==> config.mk <==
export PLATFORM = sky130hd
export DESIGN_NAME = xor_stream_decryptor
export DESIGN_NICKNAME = d
export VERILOG_FILES = /design/src/rtl/xor_stream_decryptor.sv
export SDC_FILE = /design/constraint.sdc
export NUM_CORES = 1
export LEC_CHECK = 0
export CORE_MARGIN = 2
export CORE_UTILIZATION = 42
export CTS_CLUSTER_DIAMETER = 40
export DETAILED_ROUTE_END_ITERATION = 12
export GPL_ROUTABILITY_DRIVEN = 0
export GPL_TIMING_DRIVEN = 0
export SYNTH_ARGS = -nofsm -noshare
export SYNTH_HDL_FRONTEND = slang
export SYNTH_SLANG_ARGS = --single-unit
==> constraint.sdc <==
create_clock -name clk -period 4.4 [get_ports clk]
set_clock_uncertainty 0.05 [all_clocks]
set_input_delay 1.1 -clock clk [delete_from_list [all_inputs] [get_ports clk]]
set_output_delay 1.1 -clock clk [all_outputs]
set_load 0.02 [all_outputs]
==> src/rtl/xor_stream_decryptor.sv <==
// Serial XOR stream decryptor: loads a key and a ciphertext bit-serially on one wire,
// XORs the ciphertext with the repeated key and shifts the plaintext out MSB first.
module xor_stream_decryptor #(
    parameter int MSG_SIZE = 128,
    parameter int KEY_SIZE = 8
) (
    input  logic                        clk,
    input  logic                        rst_n,
    input  logic                        ena,
    input  logic                        iData_in,
    input  logic                        iKey_flag,
    input  logic                        iCipher_flag,
    output logic                        oData_out,
    output logic                        oData_flag,
    output logic                        oDecrypt_status,
    output logic [$clog2(MSG_SIZE):0]   oBit_counter
);

    localparam int CNT_W  = $clog2(MSG_SIZE) + 1;
    localparam int KCNT_W = $clog2(KEY_SIZE) + 1;
    localparam int IDX_W  = $clog2(MSG_SIZE);

    localparam logic [CNT_W-1:0]  CT_LAST  = CNT_W'(MSG_SIZE - 1);
    localparam logic [CNT_W-1:0]  CT_FULL  = CNT_W'(MSG_SIZE);
    localparam logic [KCNT_W-1:0] KEY_LAST = KCNT_W'(KEY_SIZE - 1);
    localparam logic [KCNT_W-1:0] KEY_FULL = KCNT_W'(KEY_SIZE);
    localparam logic [IDX_W-1:0]  IDX_MAX  = IDX_W'(MSG_SIZE - 1);

    typedef enum logic [2:0] {
        IDLE,
        LOAD_KEY,
        WAIT_CT,
        LOAD_CT,
        DECRYPT,
        SEND
    } state_t;

    state_t                state;
    logic [KEY_SIZE-1:0]   key_reg;
    logic [MSG_SIZE-1:0]   ct_reg;
    logic [MSG_SIZE-1:0]   pt_reg;
    logic [KCNT_W-1:0]     key_cnt;
    logic [CNT_W-1:0]      idx;
    logic [IDX_W-1:0]      bit_sel;

    // Bit i of the pad is key bit (i mod KEY_SIZE), i.e. the key replicated across the message.
    function automatic logic [MSG_SIZE-1:0] build_pad(input logic [KEY_SIZE-1:0] k);
        logic [MSG_SIZE-1:0] p;
        for (int i = 0; i < MSG_SIZE; i++) begin
            p[i] = k[i % KEY_SIZE];
        end
        return p;
    endfunction

    assign bit_sel = IDX_MAX - idx[IDX_W-1:0];

    always_ff @(posedge clk or negedge rst_n) begin
        if (!rst_n) begin
            state           <= IDLE;
            key_reg         <= '0;
            ct_reg          <= '0;
            pt_reg          <= '0;
            key_cnt         <= '0;
            idx             <= '0;
            oBit_counter    <= '0;
            oData_out       <= 1'b0;
            oData_flag      <= 1'b0;
            oDecrypt_status <= 1'b0;
        end else if (ena) begin
            oDecrypt_status <= 1'b0;
            case (state)
                IDLE: begin
                    if (iKey_flag) begin
                        key_reg <= {key_reg[KEY_SIZE-2:0], iData_in};
                        key_cnt <= KCNT_W'(1);
                        state   <= LOAD_KEY;
                    end
                end
                LOAD_KEY: begin
                    if (iKey_flag && key_cnt < KEY_FULL) begin
                        key_reg <= {key_reg[KEY_SIZE-2:0], iData_in};
                        key_cnt <= key_cnt + 1'b1;
                        if (key_cnt == KEY_LAST) state <= WAIT_CT;
                    end
                end
                WAIT_CT: begin
                    // A new key takes priority over starting a ciphertext load.
                    if (iKey_flag) begin
                        key_reg <= {key_reg[KEY_SIZE-2:0], iData_in};
                        key_cnt <= KCNT_W'(1);
                        state   <= LOAD_KEY;
                    end else if (iCipher_flag) begin
                        ct_reg       <= {ct_reg[MSG_SIZE-2:0], iData_in};
                        oBit_counter <= CNT_W'(1);
                        state        <= LOAD_CT;
                    end
                end
                LOAD_CT: begin
                    if (iCipher_flag && oBit_counter < CT_FULL) begin
                        ct_reg       <= {ct_reg[MSG_SIZE-2:0], iData_in};
                        oBit_counter <= oBit_counter + 1'b1;
                        if (oBit_counter == CT_LAST) state <= DECRYPT;
                    end
                end
                DECRYPT: begin
                    pt_reg          <= ct_reg ^ build_pad(key_reg);
                    oDecrypt_status <= 1'b1;
                    idx             <= '0;
                    state           <= SEND;
                end
                SEND: begin
                    // idx reaching MSG_SIZE marks the cycle after the last bit went out.
                    if (idx == CT_FULL) begin
                        oData_flag   <= 1'b0;
                        oData_out    <= 1'b0;
                        oBit_counter <= '0;
                        state        <= WAIT_CT;
                    end else begin
                        oData_flag <= 1'b1;
                        oData_out  <= pt_reg[bit_sel];
                        idx        <= idx + 1'b1;
                    end
                end
                default: state <= IDLE;
            endcase
        end
    end

endmodule

==> impl_metrics.py, run 1 <==
metrics = {
    "die": {
        "initial_core_util_pct": 42.3,
        "die_w_um": 182,
        "die_h_um": 182,
        "floorplan.rows": 65,
        "die_area_um2": 33000,
        "ios": 17,
        "core_um2": 31300,
    },
    "yosys": {
        "yosysTopAreaCell": "dfrtp_1",
        "netlist.area_leader.share_pct": 54.8,
        "ys_ff_latch": 290,
        "synth_area_um2": 13200,
        "synth_edf_count": 0,
        "synth.avg_cell_area_um2": 11.7,
        "yosys_warnings": 0,
        "netlist_instances": 1135,
        "synth_fp_nets": 1145,
        "yosysMostFrequentCell": "dfrtp_1",
        "synth_commonest_cells": "dfrtp_1, o21ai_0, nand2_1",
        "async_flop_share_pct": 100,
        "synth-seq-area-share_pct": 54.8,
        "synth_area_leaders": "dfrtp_1, mux2_2, xnor2_1, o21ai_0, nand2_1",
        "synthFlopType": "dfrtp_1",
        "synthDistinctLibCells": 50,
    },
    "finish": {
        "fillers": 2821,
        "drive_gt1_share_pct": 20.9,
        "insertedDiodeCount": 0,
        "nets": 1205,
        "multi_input_area_um2": 5590,
        "fin_area_um2": 15300,
        "syn_to_final_growth_pct": 15.8,
        "seq_area_um2": 7260,
    },
    "detailed_routing": {
        "wl_per_cell_um": 18.8,
        "firstDrtPassIters": 5,
        "drt_iter0_drc": 705,
        "vias": 8670,
        "final_antenna_net_count": 0,
        "drc": 0,
        "wl_um": 30600,
        "viasPerCell": 5.34,
    },
    "pwr": {
        "swShare_pct": 33.0,
        "power_density_nw_per_um2": 633,
        "irDropWorstVdd_mv": 0.247,
        "p_switching_w": 0.00320,
        "p_comb_share_pct": 29.6,
        "p_seq_share_pct": 36.7,
        "p_int_w": 0.00651,
        "clkPwrFrac_pct": 33.7,
        "p_leak_nw": 6.82,
    },
    "sta": {
        "fmaxAchievable_ghz": 0.291,
        "timing_hold_violations_final": 0,
        "fin_crit_ps": 3440,
        "period_share_pct": 78.2,
        "slew_viol_final": 0,
        "slew_headroom_pct": 21.8,
        "setup_ws_ps": 959,
        "setup_viol": 0,
        "rsz0062_at_grt": "no",
        "worst_pin_slew_ps": 1170,
    },
    "critical_path": {
        "slowest_stage": "clkbuf_1",
        "r2r_slack_ps": 1310,
        "required_ps": 4790,
        "start_kind": "input port",
        "cpPeakStageDelay_ps": 640,
        "cp_cell_sequence": "clkdlybuf4s50_1, nand3b_1, clkbuf_1, clkbuf_1, clkbuf_1, nand2_1, o21ai_0",
        "criticalPathCategory": "in -> reg",
        "cp_num_buf_inv": 4,
        "crit_arrival_ps": 3830,
        "path_common_cell": "clkbuf_1",
        "critPathTopFamily": "buffers and inverters",
        "path_max_fanout": 10,
        "endpoint_kind": "flip-flop",
    },
    "cts": {
        "cts_tree": "built",
        "cts_resized": 0,
        "cts-root-buf": "clkbuf_16",
        "path_clk_slew_ps": 50,
        "post_cts_buffers": 0,
        "cts_sinks": 290,
        "clock_path_buffers": 3,
        "cts_made_buffers": 40,
        "cts.htree.levels": 2,
        "clk-insertion-delay-late_ps": 540,
        "ctsHoldBuffers": 0,
    },
    "global_routing": {
        "antenna_found_initial": 1,
        "grt_max_degree": 117,
        "grt_pass1_vias": 8668,
        "grt-ovfl-total": 0,
        "grtUsageTotal_pct": 19.2,
        "grt_first_pass_wirelength_um": 49100,
    },
    "job": {
        "cap_viol_max_count": 0,
    },
    "placement": {
        "port-buffer-count": 16,
        "place_area_um2": 14000,
        "post-place-ws_ps": 417,
        "hpwl_um": 19800,
    },
    "outcome": {
        "outcome": "finished clean",
    },
    "min_path": {
        "worstHoldPathType": "reg -> reg",
    },
}
==> cell type report <==
| class | count | area share (%) |
|---|---|---|
| clock inverter | 19 | 1.49 |
| sequential | 290 | 47.3 |
| timing repair buffer | 18 | 1.44 |
| clock buffer | 51 | 7.45 |
| multi-input combinational | 755 | 36.4 |
| tap | 402 | 3.28 |
| inverter | 6 | 0.147 |
| buffer | 84 | 2.50 |
==> worst reg2reg max path, stage by stage (launching register included) <==
cell and delay [ps]:
dfrtp_1 370, buf_2 310, buf_1 590, inv_1 140, ha_1 230, nand3b_1 150, nor4_4 80, or4_4 580
or3_1 360, a21oi_1 150
==> power groups by stage <==
stage | sequential [W] | combinational (W) | clock (W)
after global routing | 0.00364 | 0.00318 | 0.00346
after detailed placement | 0.00361 | 0.00289 | 0
final | 0.00357 | 0.00287 | 0.00328
after global placement | 0.00360 | 0.00286 | 0
after CTS | 0.00357 | 0.00291 | 0.00334
after floorplan | 0.00354 | 0.00201 | 0
==> cell usage in the layout (no fill, tap or decap), drive strengths merged, types with 12 or more instances in the layout <==
cell,n
mux4,13
o21ai,153
mux2,136
xnor2,128
mux2i,41
dfrtp,290
clkbuf,97
nand3,12
buf,41
clkdlybuf4s50,15
nor2,19
nand2,149
a22oi,17
==> per-layer routing <==
layer | GRT usage, % | share of wire (%) | up-vias
li1 | - | - | 4043
met1 | 26.7 | 46 | 4391
met2 | 30.8 | 47 | 180
met3 | 3.03 | 4.5 | 56
met4 | 6.34 | 2.8 | 0
met5 | 0 | 0 | -
==> per-stage QoR <==
| step | util [%] | setup TNS, ps | total power [W] | hold slack, ps | cells |
|---|---|---|---|---|---|
| floorplan | - | 0 | 0.00555 | 392 | 1135 |
| global placement | 44.4 | -3017450 | 0.00646 | 406 | 1553 |
| detailed placement | 44.6 | 0 | 0.00650 | 415 | 1555 |
| CTS | 49.0 | 0 | 0.00981 | 428 | 1625 |
| global route | 49.0 | 0 | 0.0103 | 450 | 1625 |
| finish | 49.0 | 0 | 0.00972 | 423 | 1625 |
==> final timing paths <==
kind,start,end,depth (start not counted)
max,ena,pt_reg[97],7
min,pt_reg[125],pt_reg[125],2
max reg2reg,idx[1],idx[7],9
min reg2reg,pt_reg[125],pt_reg[125],2
max in group asynchronous,rst_n,ct_reg[104],2
min in group asynchronous,rst_n,ct_reg[39],1
==> logic make-up after synthesis <==
| logic type | after synthesis | share of synthesized area (%) |
|---|---|---|
| flops | 290 | 54.8 |
| simple gates | 227 | 7.80 |
| compound gates | 201 | 8.33 |
| mux | 190 | 16.9 |
| xor+xnor | 133 | 8.79 |
| buf+inv | 90 | 3.06 |
| fa+ha+maj | 4 | 0.378 |
Note: power is estimated with default switching activity, not from simulation.
==> inputs of run 2 (changes only) <==
==> constraint.sdc (replaced) <==
create_clock -name clk -period 3.45 [get_ports clk]
set_clock_uncertainty 0.05 [all_clocks]
set_input_delay 0.8625 -clock clk [delete_from_list [all_inputs] [get_ports clk]]
set_output_delay 0.8625 -clock clk [all_outputs]
set_load 0.02 [all_outputs]
==> results of run 2 <==
The final DEF is identical to that of run 1. Status: finished clean.
Among the figures that moved: setup slack after placement 417 ps -> -296 ps; clock-pin slew on the worst setup and hold paths 50 ps -> 60 ps; setup slack after layout 959 ps -> 247 ps; hold slack 423 ps -> 241 ps; register-to-register setup slack 1310 ps -> 360 ps; total power 0.00972 W -> 0.0124 W; worst IR drop on VDD 0.247 mV -> 0.315 mV
==> patch (flow settings as in run 2) <==
Set the parameter `KEY_SIZE` to 16 (it was 8).
--- a/src/rtl/xor_stream_decryptor.sv
+++ b/src/rtl/xor_stream_decryptor.sv
@@ -2,7 +2,7 @@
 // XORs the ciphertext with the repeated key and shifts the plaintext out MSB first.
 module xor_stream_decryptor #(
     parameter int MSG_SIZE = 128,
-    parameter int KEY_SIZE = 8
+    parameter int KEY_SIZE = 16
 ) (
     input  logic                        clk,
     input  logic                        rst_n,
Formal check against the unedited RTL: no difference found for any inputs over 4 cycles, from zero or initial values and one cycle with rst_n low; that may be too few to reach the edited logic, so the function may still have changed.
==> patch against run 2 <==
Synthesized cell count shrank 1.1%. Wire length rose by 3.6%. Cell area grew 2.5%. Setup slack improved by 73 ps. Register-to-register slack got worse by 40 ps. Count of clock-buffer cells in the layout is 2 higher. Total power increased by 6.8%. Sequential cell count increased by 9. Area after synthesis is 1.5% higher. Maximum frequency rose by 2.3%. Die area increased by 1.4%.
==> patch: results <==
metrics = {
    "yosys": {
        "ys_seq_area_frac": 0.557,
        "synth_nets": 1134,
        "synth.area.mux_share": 0.180,
        "netlist_top_cells_count": "299 x dfrtp_1, 161 x o21ai_0, 152 x nand2_1",
        "synth_area_leaders": "dfrtp_1 56%, mux2_2 12%, xnor2_1 8.5%",
        "synth_warnings": 0,
        "synth_compound_area_frac": 0.0783,
        "synth_cell_types": 50,
        "synthAdderAreaFrac": 0.00465,
        "synthArstFlopShare": 1.00,
        "synth_xor_xnor_area_share": 0.0860,
    },
    "global_routing": {
        "antenna_found_initial": 0,
        "grt_pass1_wl_mm": 51.0,
        "grt_max_degree": 116,
        "grt_pass1_vias": 8698,
        "track_usage": 0.199,
    },
    "clock_network": {
        "post_cts_buffers": 0,
        "numCtsBuffers": 41,
        "cts.clk_slew.worst_paths_ps": 60,
        "root_buffer": "clkbuf_16",
        "htreeDepth": 2,
        "clk_latency_ps": 530,
        "clockBufferDepth": 3,
    },
    "sta": {
        "relSlewSlack": 0.122,
    },
    "place": {
        "port_buffers": 16,
        "hpwl_mm": 20.1,
        "post_dp_cell_area_um2": 14200,
        "dp_slack_ps": -525,
    },
    "pwr": {
        "p_leak_nw": 6.90,
        "sw_frac_of_total": 0.322,
        "ir_drop_mv": 0.377,
    },
    "detailed_routing": {
        "highest_layer": "met4",
        "vias": 8556,
        "drt_iter0_drc": 491,
        "drt-pass1-iter-count": 5,
        "routed_wl_mm": 31.7,
        "wl_met1_mm": 14.9,
        "wl_met2_mm": 15.2,
        "dr_wl_met3_mm": 1.13,
    },
    "setup_path": {
        "cp_top_family": "simple AND/OR/NAND/NOR gates",
        "crit_fanout": 10,
        "max_stage_delay_ps": 410,
        "crit_path_top_delay_cell": "a211oi_1",
    },
    "hold_path": {
        "hold_class": "primary input to async pin",
    },
    "cells_and_area": {
        "n_antenna_cell": 0,
        "layout.nets": 1195,
        "n_fill_cell": 2828,
        "drive_gt1_frac": 0.215,
    },
    "run_status": {
        "status": "finished clean",
    },
}
## patch: changes by cell type after synthesis, sizes merged, moves of 7 or more
cell           run 2  this run
a22oi             17         0
mux4              13        27
clkbuf            46        53
dfrtp            290       299
buf               38        26
mux2i             41        17
mux2             136       146
o21ai            153       161
## patch: metal layers
metal	GRT usage	up-vias
li1	-	4027
met1	0.282	4332
met2	0.330	155
met3	0.0270	42
met4	0.0435	0
met5	0	-
## patch: cell families (layout without fill, tap and decap cells)
group / after synthesis / count (layout)
flops: 299 / 299
mux: 190 / 190
xor+xnor: 132 / 132
compound gates: 194 / 194
simple gates: 214 / 214
fa+ha+maj: 5 / 5
buf+inv: 89 / 183
## patch: area by class of cell
class                           instances  share of cell area
Sequential cell                       299               0.476
Multi-Input combinational cell        735               0.357
Clock buffer                           53              0.0759
Tap cell                              402              0.0320
Clock inverter                         23              0.0230
Buffer                                 79              0.0203
Timing Repair Buffer                   18              0.0140
Inverter                               10             0.00239
## patch: power by group through the flow
stage | logic (mW) | clock network, mW | registers [mW]
3_3_place_gp | 3.73 | 0 | 4.81
6_report | 3.75 | 4.71 | 4.77
2_1_floorplan | 2.56 | 0 | 4.72
4_1_cts | 3.79 | 4.79 | 4.77
5_1_grt | 4.15 | 4.95 | 4.87
3_5_place_dp | 3.78 | 0 | 4.83
## patch: final timing paths
check,start,end,slack [ps],depth (start not counted)
worst max-delay path,idx[1],oBit_counter[5],320,10
worst min-delay path,rst_n,key_cnt[3],240,1
worst max register to register,idx[1],oBit_counter[5],320,10
worst min register to register,pt_reg[20],pt_reg[20],420,2
max in group asynchronous,rst_n,ct_reg[85],1630,3
min in group clk,pt_reg[20],pt_reg[20],420,2
## patch: timing repair
action,in CTS,in global routing
endpoints found under the setup margin,0,109
hold buffers,0,0
resized for setup,0,7
## patch: per-stage QoR
step                      TNS (ps)  std cells   util
final                            0       1619  0.499
after global routing             0       1619  0.499
after CTS                        0       1619  0.498
after detailed placement    -59420       1543  0.449
after global placement    -3577720       1541  0.447
after floorplan                  0       1123      -
